### config.mk
export PLATFORM = sky130hd
export DESIGN_NAME = sd_block_responder
export DESIGN_NICKNAME = d
export VERILOG_FILES = /design/src/rtl/sd_block_pkg.sv /design/src/rtl/sd_rr_arbiter.sv /design/src/rtl/sd_block_responder.sv
export SDC_FILE = /design/constraint.sdc
export NUM_CORES = 1
export LEC_CHECK = 0
export BUFFER_PORTS_ARGS = -buffer_cell sky130_fd_sc_hd__buf_2
export CAP_MARGIN = 15
export CORE_MARGIN = 8
export CORE_UTILIZATION = 43
export CTS_BUF_LIST = sky130_fd_sc_hd__clkbuf_16
export DETAILED_ROUTE_END_ITERATION = 10
export PLACE_DENSITY = 0.79
export SLEW_MARGIN = 25
export SYNTH_ARGS = -nofsm -noshare
export SYNTH_HDL_FRONTEND = slang
export SYNTH_SLANG_ARGS = --single-unit
### constraint.sdc
create_clock -name clk_sys -period 3.9 [get_ports clk_sys]
set_clock_uncertainty 0.15 [all_clocks]
set_input_delay 0.39 -clock clk_sys [delete_from_list [all_inputs] [get_ports clk_sys]]
set_output_delay 0.39 -clock clk_sys [all_outputs]
set_load 0.005 [all_outputs]
### src/rtl/sd_block_pkg.sv
// Shared types and constants for the SD block responder.
package sd_block_pkg;

    localparam int BLK_BYTES = 512;
    localparam int OFS_W     = 9;

    typedef enum logic [3:0] {
        IDLE,
        ACK,
        RD_MEM,
        RD_PUT,
        WR_ADDR,
        WR_CAP,
        WR_MEM,
        DONE,
        GAP
    } state_e;

endpackage

### src/rtl/sd_rr_arbiter.sv
// Round-robin grant across N request lines. The search starts one past the
// last served index; the pointer only moves when the grant is taken.
module sd_rr_arbiter #(
    parameter int N  = 2,
    parameter int IW = (N > 1) ? $clog2(N) : 1
) (
    input  logic          clk_sys,
    input  logic          reset_n,
    input  logic [N-1:0]  req_i,
    input  logic          take_i,
    output logic          any_o,
    output logic [IW-1:0] idx_o
);

    logic [IW-1:0] last_q;
    logic [IW-1:0] cand;

    // First requester found walking forward from last_q + 1.
    always_comb begin
        any_o = 1'b0;
        idx_o = '0;
        cand  = '0;
        for (int k = 1; k <= N; k++) begin
            cand = IW'((int'(last_q) + k) % N);
            if (!any_o && req_i[cand]) begin
                any_o = 1'b1;
                idx_o = cand;
            end
        end
    end

    // Last-served pointer; resets to the top drive so drive 0 wins first.
    always_ff @(posedge clk_sys) begin
        if (!reset_n) begin
            last_q <= IW'(N - 1);
        end else if (take_i && any_o) begin
            last_q <= idx_o;
        end
    end

endmodule

### src/rtl/sd_block_responder.sv
// Serves 512-byte block reads/writes for VDNUM virtual drives from a byte
// wide backing store. Build option SD_BLOCK_WRITE_EN enables the write path;
// without it write requests are acked for a block time, flagged with err and
// never touch the store or the initiator buffer.
module sd_block_responder
    import sd_block_pkg::*;
#(
    parameter int VDNUM = 2,
    parameter int AW    = 24
) (
    input  logic                   clk_sys,
    input  logic                   reset_n,
    input  logic [VDNUM-1:0][31:0] sd_lba,
    input  logic [VDNUM-1:0]       sd_rd,
    input  logic [VDNUM-1:0]       sd_wr,
    output logic [VDNUM-1:0]       sd_ack,
    output logic [OFS_W-1:0]       sd_buff_addr,
    output logic [7:0]             sd_buff_dout,
    output logic                   sd_buff_wr,
    input  logic [VDNUM-1:0][7:0]  sd_buff_din,
    input  logic [VDNUM-1:0][31:0] img_blocks,
    output logic [AW-1:0]          mem_addr,
    output logic                   mem_rd,
    output logic                   mem_wr,
    output logic [7:0]             mem_din,
    input  logic [7:0]             mem_dout,
    input  logic                   mem_ready,
    output logic                   busy,
    output logic                   err
);

    localparam int IW = (VDNUM > 1) ? $clog2(VDNUM) : 1;
    localparam logic [OFS_W-1:0] OFS_LAST = OFS_W'(BLK_BYTES - 1);
`ifdef SD_BLOCK_WRITE_EN
    localparam bit WR_EN = 1'b1;
`else
    localparam bit WR_EN = 1'b0;
`endif

    state_e           state_q, state_d;
    logic [IW-1:0]    drv_q, drv_d;
    logic             wr_q, wr_d;
    logic             bad_q, bad_d;
    logic [31:0]      lba_q, lba_d;
    logic [OFS_W-1:0] ofs_q, ofs_d;
    logic [7:0]       data_q, data_d;
    logic             gap_q, gap_d;
    logic             err_q, err_d;

    logic             arb_any;
    logic [IW-1:0]    arb_idx;
    logic             xfer;

    sd_rr_arbiter #(.N(VDNUM), .IW(IW)) u_arb (
        .clk_sys (clk_sys),
        .reset_n (reset_n),
        .req_i   (sd_rd | sd_wr),
        .take_i  (state_q == IDLE),
        .any_o   (arb_any),
        .idx_o   (arb_idx)
    );

    // Next-state logic: grant, per-byte read/write sequencing, post-block gap.
    always_comb begin
        state_d = state_q;
        drv_d   = drv_q;
        wr_d    = wr_q;
        bad_d   = bad_q;
        lba_d   = lba_q;
        ofs_d   = ofs_q;
        data_d  = data_q;
        gap_d   = gap_q;
        err_d   = 1'b0;
        unique case (state_q)
            IDLE: begin
                if (arb_any) begin
                    drv_d   = arb_idx;
                    wr_d    = !sd_rd[arb_idx];  // read wins when both are high
                    lba_d   = sd_lba[arb_idx];
                    ofs_d   = '0;
                    bad_d   = (sd_lba[arb_idx] >= img_blocks[arb_idx]);
                    err_d   = bad_d || (wr_d && !WR_EN);
                    state_d = ACK;
                end
            end
            ACK: state_d = wr_q ? WR_ADDR : RD_MEM;
            RD_MEM: begin
                // Out-of-range blocks read back as zeros with no store access.
                if (bad_q) begin
                    data_d  = 8'h00;
                    state_d = RD_PUT;
                end else if (mem_ready) begin
                    data_d  = mem_dout;
                    state_d = RD_PUT;
                end
            end
            RD_PUT: begin
                if (ofs_q == OFS_LAST) begin
                    state_d = DONE;
                end else begin
                    ofs_d   = ofs_q + 1'b1;
                    state_d = RD_MEM;
                end
            end
`ifdef SD_BLOCK_WRITE_EN
            WR_ADDR: state_d = WR_CAP;
            WR_CAP: begin
                // Buffer data lags sd_buff_addr by one cycle.
                data_d  = sd_buff_din[drv_q];
                state_d = WR_MEM;
            end
            WR_MEM: begin
                if (bad_q || mem_ready) begin
                    if (ofs_q == OFS_LAST) begin
                        state_d = DONE;
                    end else begin
                        ofs_d   = ofs_q + 1'b1;
                        state_d = WR_ADDR;
                    end
                end
            end
`else
            WR_ADDR: begin
                // Writes are swallowed: just burn one cycle per byte.
                if (ofs_q == OFS_LAST) begin
                    state_d = DONE;
                end else begin
                    ofs_d = ofs_q + 1'b1;
                end
            end
`endif
            DONE: begin
                gap_d   = 1'b0;
                state_d = GAP;
            end
            GAP: begin
                if (gap_q) begin
                    state_d = IDLE;
                end else begin
                    gap_d = 1'b1;
                end
            end
            default: state_d = IDLE;
        endcase
    end

    // State and datapath registers; reset drops any block in flight.
    always_ff @(posedge clk_sys) begin
        if (!reset_n) begin
            state_q <= IDLE;
            drv_q   <= '0;
            wr_q    <= 1'b0;
            bad_q   <= 1'b0;
            lba_q   <= '0;
            ofs_q   <= '0;
            data_q  <= '0;
            gap_q   <= 1'b0;
            err_q   <= 1'b0;
        end else begin
            state_q <= state_d;
            drv_q   <= drv_d;
            wr_q    <= wr_d;
            bad_q   <= bad_d;
            lba_q   <= lba_d;
            ofs_q   <= ofs_d;
            data_q  <= data_d;
            gap_q   <= gap_d;
            err_q   <= err_d;
        end
    end

    assign xfer = (state_q == ACK) || (state_q == RD_MEM) || (state_q == RD_PUT) ||
                  (state_q == WR_ADDR) || (state_q == WR_CAP) || (state_q == WR_MEM);

    assign busy         = (state_q != IDLE);
    assign err          = err_q;
    assign sd_ack       = xfer ? (VDNUM'(1) << drv_q) : '0;
    assign sd_buff_wr   = (state_q == RD_PUT);
    assign sd_buff_dout = data_q;
    assign mem_rd       = (state_q == RD_MEM) && !bad_q;
    assign mem_din      = data_q;
    assign mem_addr     = AW'({drv_q, lba_q, ofs_q});

`ifdef SD_BLOCK_WRITE_EN
    assign mem_wr       = (state_q == WR_MEM) && !bad_q;
    assign sd_buff_addr = ofs_q;
`else
    logic unused_din;
    assign unused_din   = ^sd_buff_din;
    assign mem_wr       = 1'b0;
    // Swallowed writes never walk the initiator buffer.
    assign sd_buff_addr = wr_q ? '0 : ofs_q;
`endif

endmodule

# [Yosys cells after proc, flatten, opt, wreduce, memory -nomap -nowiden]
# Cells that the tools add are included.
[totals] reg_bits=42 in_bits=159 output_inout_bits=56 elab_cells=86
[classes] n_addsub=3 order_cmp=4 n_eq_ne=14 n_shift=1 mux=30 bitwise_logic=1 n_reduce_logical=23
[ops] op="two-way mux 32 bit" n=4
[ops] op=">= comparator 32 bit" n=1
[ops] op="one-hot mux 4 bit (7 select lines)" n=1
[ops] op="two-way mux 9 bit" n=3
[ops] op="two-way mux 4 bit" n=5
[ops] op="one-hot mux 9 bit (2 select lines)" n=1
[ops] op="equality test 4 x 3 -> 1 bit (second input constant)" n=4
[ops] op="two-way mux 8 bit" n=2
[ops] op="two-way mux 1 bit" n=10
[ops] op="adder 9 x 1 -> 9 bit (second input constant)" n=1
[ops] op="equality test 9 bit (second input constant)" n=1
[ops] op="equality test 4 x 2 -> 1 bit (second input constant)" n=2
[ops] op="inequality test 2 bit (second input constant)" n=4
[ops] op="logical OR 1 bit" n=6
[ops] op="less-than comparator 1 x 2 -> 1 bit (second input constant)" n=3
[ops] op="two-way mux 3 bit" n=2
[ops] op="AND reduction 3 bit" n=2
[ops] op="nonzero test 2 bit" n=3
[ops] op="equality test 4 x 1 -> 1 bit (second input constant)" n=1
[ops] op="equality test 4 bit (second input constant)" n=1
[ops] op="logical NOT 4 bit" n=1
[ops] op="AND reduction 2 bit" n=2
[ops] op="AND reduction 4 bit" n=1
[ops] op="nonzero test 4 bit" n=1
[ops] op="9 further kinds" n=14

# [Depth between registers and ports, before layout]
[depth] ltp_word=11 depth_mapped=11 depth_no_buf=9

# [By module]
# From an unflattened synthesis, not the netlist that was laid out.
[unflattened] hier_cells=355 area_unflattened_um2=3303.2
[by_module_without_submodules] mod="sd_block_responder" n_inst=1 cells_each=349 area_each_um2=3249.4 seq_area_each_um2=820.8
[by_module_without_submodules] mod="sd_rr_arbiter" n_inst=1 cells_each=6 area_each_um2=53.8 seq_area_each_um2=20.0

# [Worst setup path after synthesis]
# OpenSTA, ideal clock, no wires.
[synth_path] path_kind="in2reg" from="input sd_wr[1]" to="register err_q (netlist: err)" setup_ns=0.135 arrival_ns=3.000 required_time_ns=3.615 path_slack_ns=0.615 path_stages=10 path_buffers=2 cell_sequence="o21ai_0 clkbuf_1 buf_1 mux2_2 ha_1 a21oi_1 o21ai_0 a211o_1 a2111oi_0 a211oi_1"
[synth_between] elab_chain_len=11 word_cells_on_any_way=21 cone_classes="order compare: 1; mux: 14; bitwise: 1; reduce/logical: 5"
[synth_lines] element="from (decl)" line_no="sd_block_responder.sv:15" rtl="input logic [VDNUM-1:0] sd_wr,"
[synth_lines] element="bitwise OR 2 bit (*)" line_no="sd_block_responder.sv:57" rtl=".req_i (sd_rd | sd_wr),"
[synth_lines] element="two-way mux 1 bit (implied by the code) (2 in series)" line_no="sd_rr_arbiter.sv:25" rtl="if (!any_o && req_i[cand]) begin"
[synth_lines] element="two-way mux 1 bit" line_no="sd_rr_arbiter.sv:25"
[synth_lines] element="logical NOT 1 bit" line_no="sd_rr_arbiter.sv:25"
[synth_lines] element="logical AND 1 bit" line_no="sd_rr_arbiter.sv:25"
[synth_lines] element="two-way mux 1 bit" line_no="sd_rr_arbiter.sv:25"
[synth_lines] element="two-way mux 32 bit (implied by the code) or two-way mux 1 bit (tied branches) (2 in series)" line_no="sd_block_responder.sv:81, sd_block_responder.sv:78"
[synth_lines] element=">= comparator 32 bit or logical NOT 1 bit (tied branches)" line_no="sd_block_responder.sv:81, sd_block_responder.sv:78"
[synth_lines] element="logical OR 1 bit" line_no="sd_block_responder.sv:82" rtl="err_d = bad_d || (wr_d && !WR_EN);"
[synth_lines] element="to (signal assigned)" line_no="sd_block_responder.sv:168" rtl="err_q <= err_d;"
[synth_lines] element="to (decl)" line_no="sd_block_responder.sv:48" rtl="logic err_q, err_d;"
# Every way passes the cells marked *; elsewhere a longest branch is shown, timed or not. The select of a mux whose other input is x is not followed.
# A chain may end at the register's enable or synchronous reset.

# [Final worst setup path]
[layout_path] from="register u_arb.last_q" to="register err_q (netlist: err)"
[layout_between] elab_chain_len=11 word_cells_on_any_way=22 cone_classes="add/sub: 2; order compare: 1; mux: 14; reduce/logical: 5"
[layout_lines] element="from (decl)" line_no="sd_rr_arbiter.sv:15" rtl="logic [IW-1:0] last_q;"
[layout_lines] element="from (signal assigned)" line_no="sd_rr_arbiter.sv:35" rtl="last_q <= IW'(N - 1);"
[layout_lines] element="from (signal assigned)" line_no="sd_rr_arbiter.sv:37" rtl="last_q <= idx_o;"
[layout_lines] element="adder 1 bit" line_no="sd_rr_arbiter.sv:24" rtl="cand = IW'((int'(last_q) + k) % N);"
[layout_lines] element="two-way mux 1 bit (implied by the code) (2 in series)" line_no="sd_rr_arbiter.sv:25"
[layout_lines] element="two-way mux 1 bit" line_no="sd_rr_arbiter.sv:25"
[layout_lines] element="logical NOT 1 bit" line_no="sd_rr_arbiter.sv:25"
[layout_lines] element="logical AND 1 bit" line_no="sd_rr_arbiter.sv:25"
[layout_lines] element="two-way mux 1 bit" line_no="sd_rr_arbiter.sv:25"
[layout_lines] element="two-way mux 32 bit (implied by the code) or two-way mux 1 bit (tied branches) (2 in series)" line_no="sd_block_responder.sv:81, sd_block_responder.sv:78"
[layout_lines] element=">= comparator 32 bit or logical NOT 1 bit (tied branches)" line_no="sd_block_responder.sv:81, sd_block_responder.sv:78"
[layout_lines] element="logical OR 1 bit" line_no="sd_block_responder.sv:82"
# Several ways; a longest one is shown, not always the timed one. The select of a mux whose other input is x is not followed.

==> results_dict.tcl <==
set metrics [dict create \
    synth_top_family_by_area "multiplexers" \
    status "finished clean" \
    cts_made_buffers 5 \
    synth_fa_ha_area_share_pct 12.9 \
    wl_met3_um 717 \
    ys.flop_type "dfxtp_1" \
    synth_nets 576 \
    netlist_instances 383 \
    period_share_pct 82.6 \
    clock_latency_ns 0.28 \
    cp_slowest_cell "a2111oi_0" \
    antenna_found_initial 0 \
    cts_setup_buffers 0 \
    arrival_ns 3.19 \
    syn_to_final_growth_pct 34.6 \
    drc 0 \
    drt_pre_antenna_iters 4 \
    fin_area_um2 4450 \
    wl_met1_um 4100 \
    power_switching_share_pct 34.0 \
    crit_fanout 54 \
    clockBufferDepth 2 \
    synth_compound_area_share_pct 14.6 \
    dp_cells 654 \
    grt_max_degree 55 \
    top_layer "met4" \
    dpl_cell_area_um2 4290 \
    hp-class "in -> reg" \
    synth-edff-count 0 \
    port_buffers 197 \
    vias_per_cell 5.17 \
    grt_pass1_wl_um 17000 \
    max_stage_delay_ns 0.42 \
    hpwlAfterDp_um 8660 \
    boundaryPins 215 \
    grt_pass1_vias 3723 \
    synth-async-reset-ratio_pct 0 \
    power_frac_clock_pct 26.8 \
    hold_violations 0 \
    netlist_area_um2 3310 \
    finalCriticalPeriod_ns 3.22 \
    wl_um 10400 \
    path_buf_inv 2 \
    ctsHoldBuffers 0 \
    tritoncts "done" \
    slew_viol_final 0 \
    cp.required_ns 3.87 \
    die_x_um 104 \
    fp-row-count 32 \
    comb_power_share_pct 41.8 \
    gp_congestion 0.830 \
    ant_nets 0 \
    intPower_w 0.00113 \
    nets 752 \
    ff2ff_setup_slack_ns 0.68 \
    start_util_pct 43.5 \
    die_area_um2 10800 \
    powerDensity_nw_per_um2 383 \
    timing.fmax_ghz 0.310 \
    peakVddDrop_mv 0.236 \
    start_kind "flip-flop" \
    critPathKind "reg -> reg" \
    grt-ovfl-total 0 \
    ys_seq_elements 42 \
    core_um2 7610 \
    p_leak_nw 2.35 \
    grt_util_all_layers_pct 18.7 \
    grt_setup_unrepaired "false" \
    instances_no_fill 662 \
    yosysSeqAreaShare_pct 25.4 \
    worst_pin_slew_ns 0.988 \
    dr_total_vias 3420 \
    cp-end-kind "flip-flop" \
    setup_viol 0 \
    final_cell_mix "buf_2, nor2_1, dfxtp_1" \
    synth_area_per_cell_um2 8.64 \
    clkSinkCount 42 \
    path_cells "o21ai_0, o21ai_4, buf_12, buf_4, mux2_2, ha_1, a2111oi_0, nor4b_1, o31ai_1, a211oi_1" \
    root_buffer "clkbuf_16" \
    drtIter0Drc 105 \
    fin_tns_setup_ns 0 \
    maxCapViolations 0 \
    antenna_cells 0 \
    post_synth_and_or_nand_nor_area_fraction_pct 19.1 \
    switchingPower_w 0.000580 \
    drt-wirelength-per-cell_um 15.7 \
    yosysWarningCount 0 \
    mostFrequentLayoutCell "buf_2" \
    power_frac_seq_pct 31.3 \
    die_h_um 104 \
    slew_headroom_pct 34.1 \
    synth-xor-area-share_pct 1.59 \
    muxShareOfSynthArea_pct 20.6 \
    drive_gt1_share_pct 44.1 \
    cts.repair.resized 0 \
    cts.htree.levels 2 \
    yosysUniqueCellTypes 53 \
    wl_met2_um 5350 \
    cpLargestDelayFamily "compound AO/OA/AOI/OAI gates" \
    clkTransAtPathRegs_ns 0.06 \
]
-- power groups by stage --
stage                     registers [W]  clock network, W  logic [W]
after CTS                      0.000533          0.000469   0.000719
final                          0.000534          0.000458   0.000713
after global routing           0.000544          0.000488   0.000804
after detailed placement       0.000541                 0   0.000715
after floorplan                0.000527                 0   0.000504
after global placement         0.000538                 0   0.000696
-- kinds of logic after synthesis --
| group | Yosys count |
|---|---|
| simple gates | 133 |
| compound gates | 69 |
| mux | 64 |
| flops | 42 |
| fa+ha+maj | 34 |
| buf+inv | 34 |
| xor+xnor | 6 |
| other cells | 1 |
-- cell usage after synthesis, drive strengths merged (10+ instances only) --
cell type,count,area [µm²]
nor3,16,80.1
nand2,18,67.6
a22oi,10,75.1
buf,21,143
ha,34,425
a21oi,21,116
clkbuf,10,38.8
nor2b,10,62.6
nor2,60,228
mux2,32,360
mux2i,32,320
dfxtp,42,841
-- worst register-to-register path: cells and delay by family, from the launching register on --
family | cells | cell delay [ns]
muxes | 1 | 0.38
adders and majority gates | 1 | 0.21
DFF | 1 | 0.34
AOI/OAI and AO/OA | 5 | 1.20
and+or+nand+nor | 1 | 0.13
buffers and inverters | 2 | 0.64
-- registers in the layout, summed over array words and instances (netlist names) --
| register | cells |
|---|---|
| bad_q | 1 |
| u_arb.last_q | 1 |
| drv_q | 1 |
| ofs_q | 9 |
| mem_din | 8 |
| wr_q | 1 |
| err | 1 |
| gap_q | 1 |
| state_q | 4 |
| lba_q | 15 |
-- final timing paths --
check                             startpoint          to  depth (start not counted)
worst max-delay path            u_arb.last_q         err                         10
worst min-delay path             mem_dout[7]  mem_din[7]                          3
worst max register to register  u_arb.last_q         err                         10
worst min register to register      lba_q[1]    lba_q[1]                          2
-- metrics by stage --
step	setup WS, ns	total power [W]	hold slack [ns]	utilization [%]
after CTS	0.666	0.00172	0.194	58.5
after floorplan	0.615	0.00103	0.319	-
final	0.679	0.00171	0.197	58.5
after detailed placement	0.520	0.00126	0.339	56.4
after global routing	0.531	0.00184	0.208	58.5
after global placement	0.620	0.00123	0.330	56.4
-- per-layer routing --
metal / up-vias / track usage, %
met5: - / 0
met4: 0 / 6.62
met3: 19 / 6.32
met2: 109 / 34.1
met1: 1555 / 19.3
li1: 1737 / -
-- cell type report --
| class | instances | area [µm²] |
|---|---|---|
| Sequential cell | 42 | 841 |
| Multi-Input combinational cell | 307 | 2290 |
| Tap cell | 102 | 128 |
| Clock inverter | 3 | 40.0 |
| Inverter | 3 | 11.3 |
| Timing Repair Buffer | 200 | 1020 |
| Fill cell | 710 | 3150 |
| Clock buffer | 5 | 125 |
No activity file was read; power rests on OpenSTA's default activity.
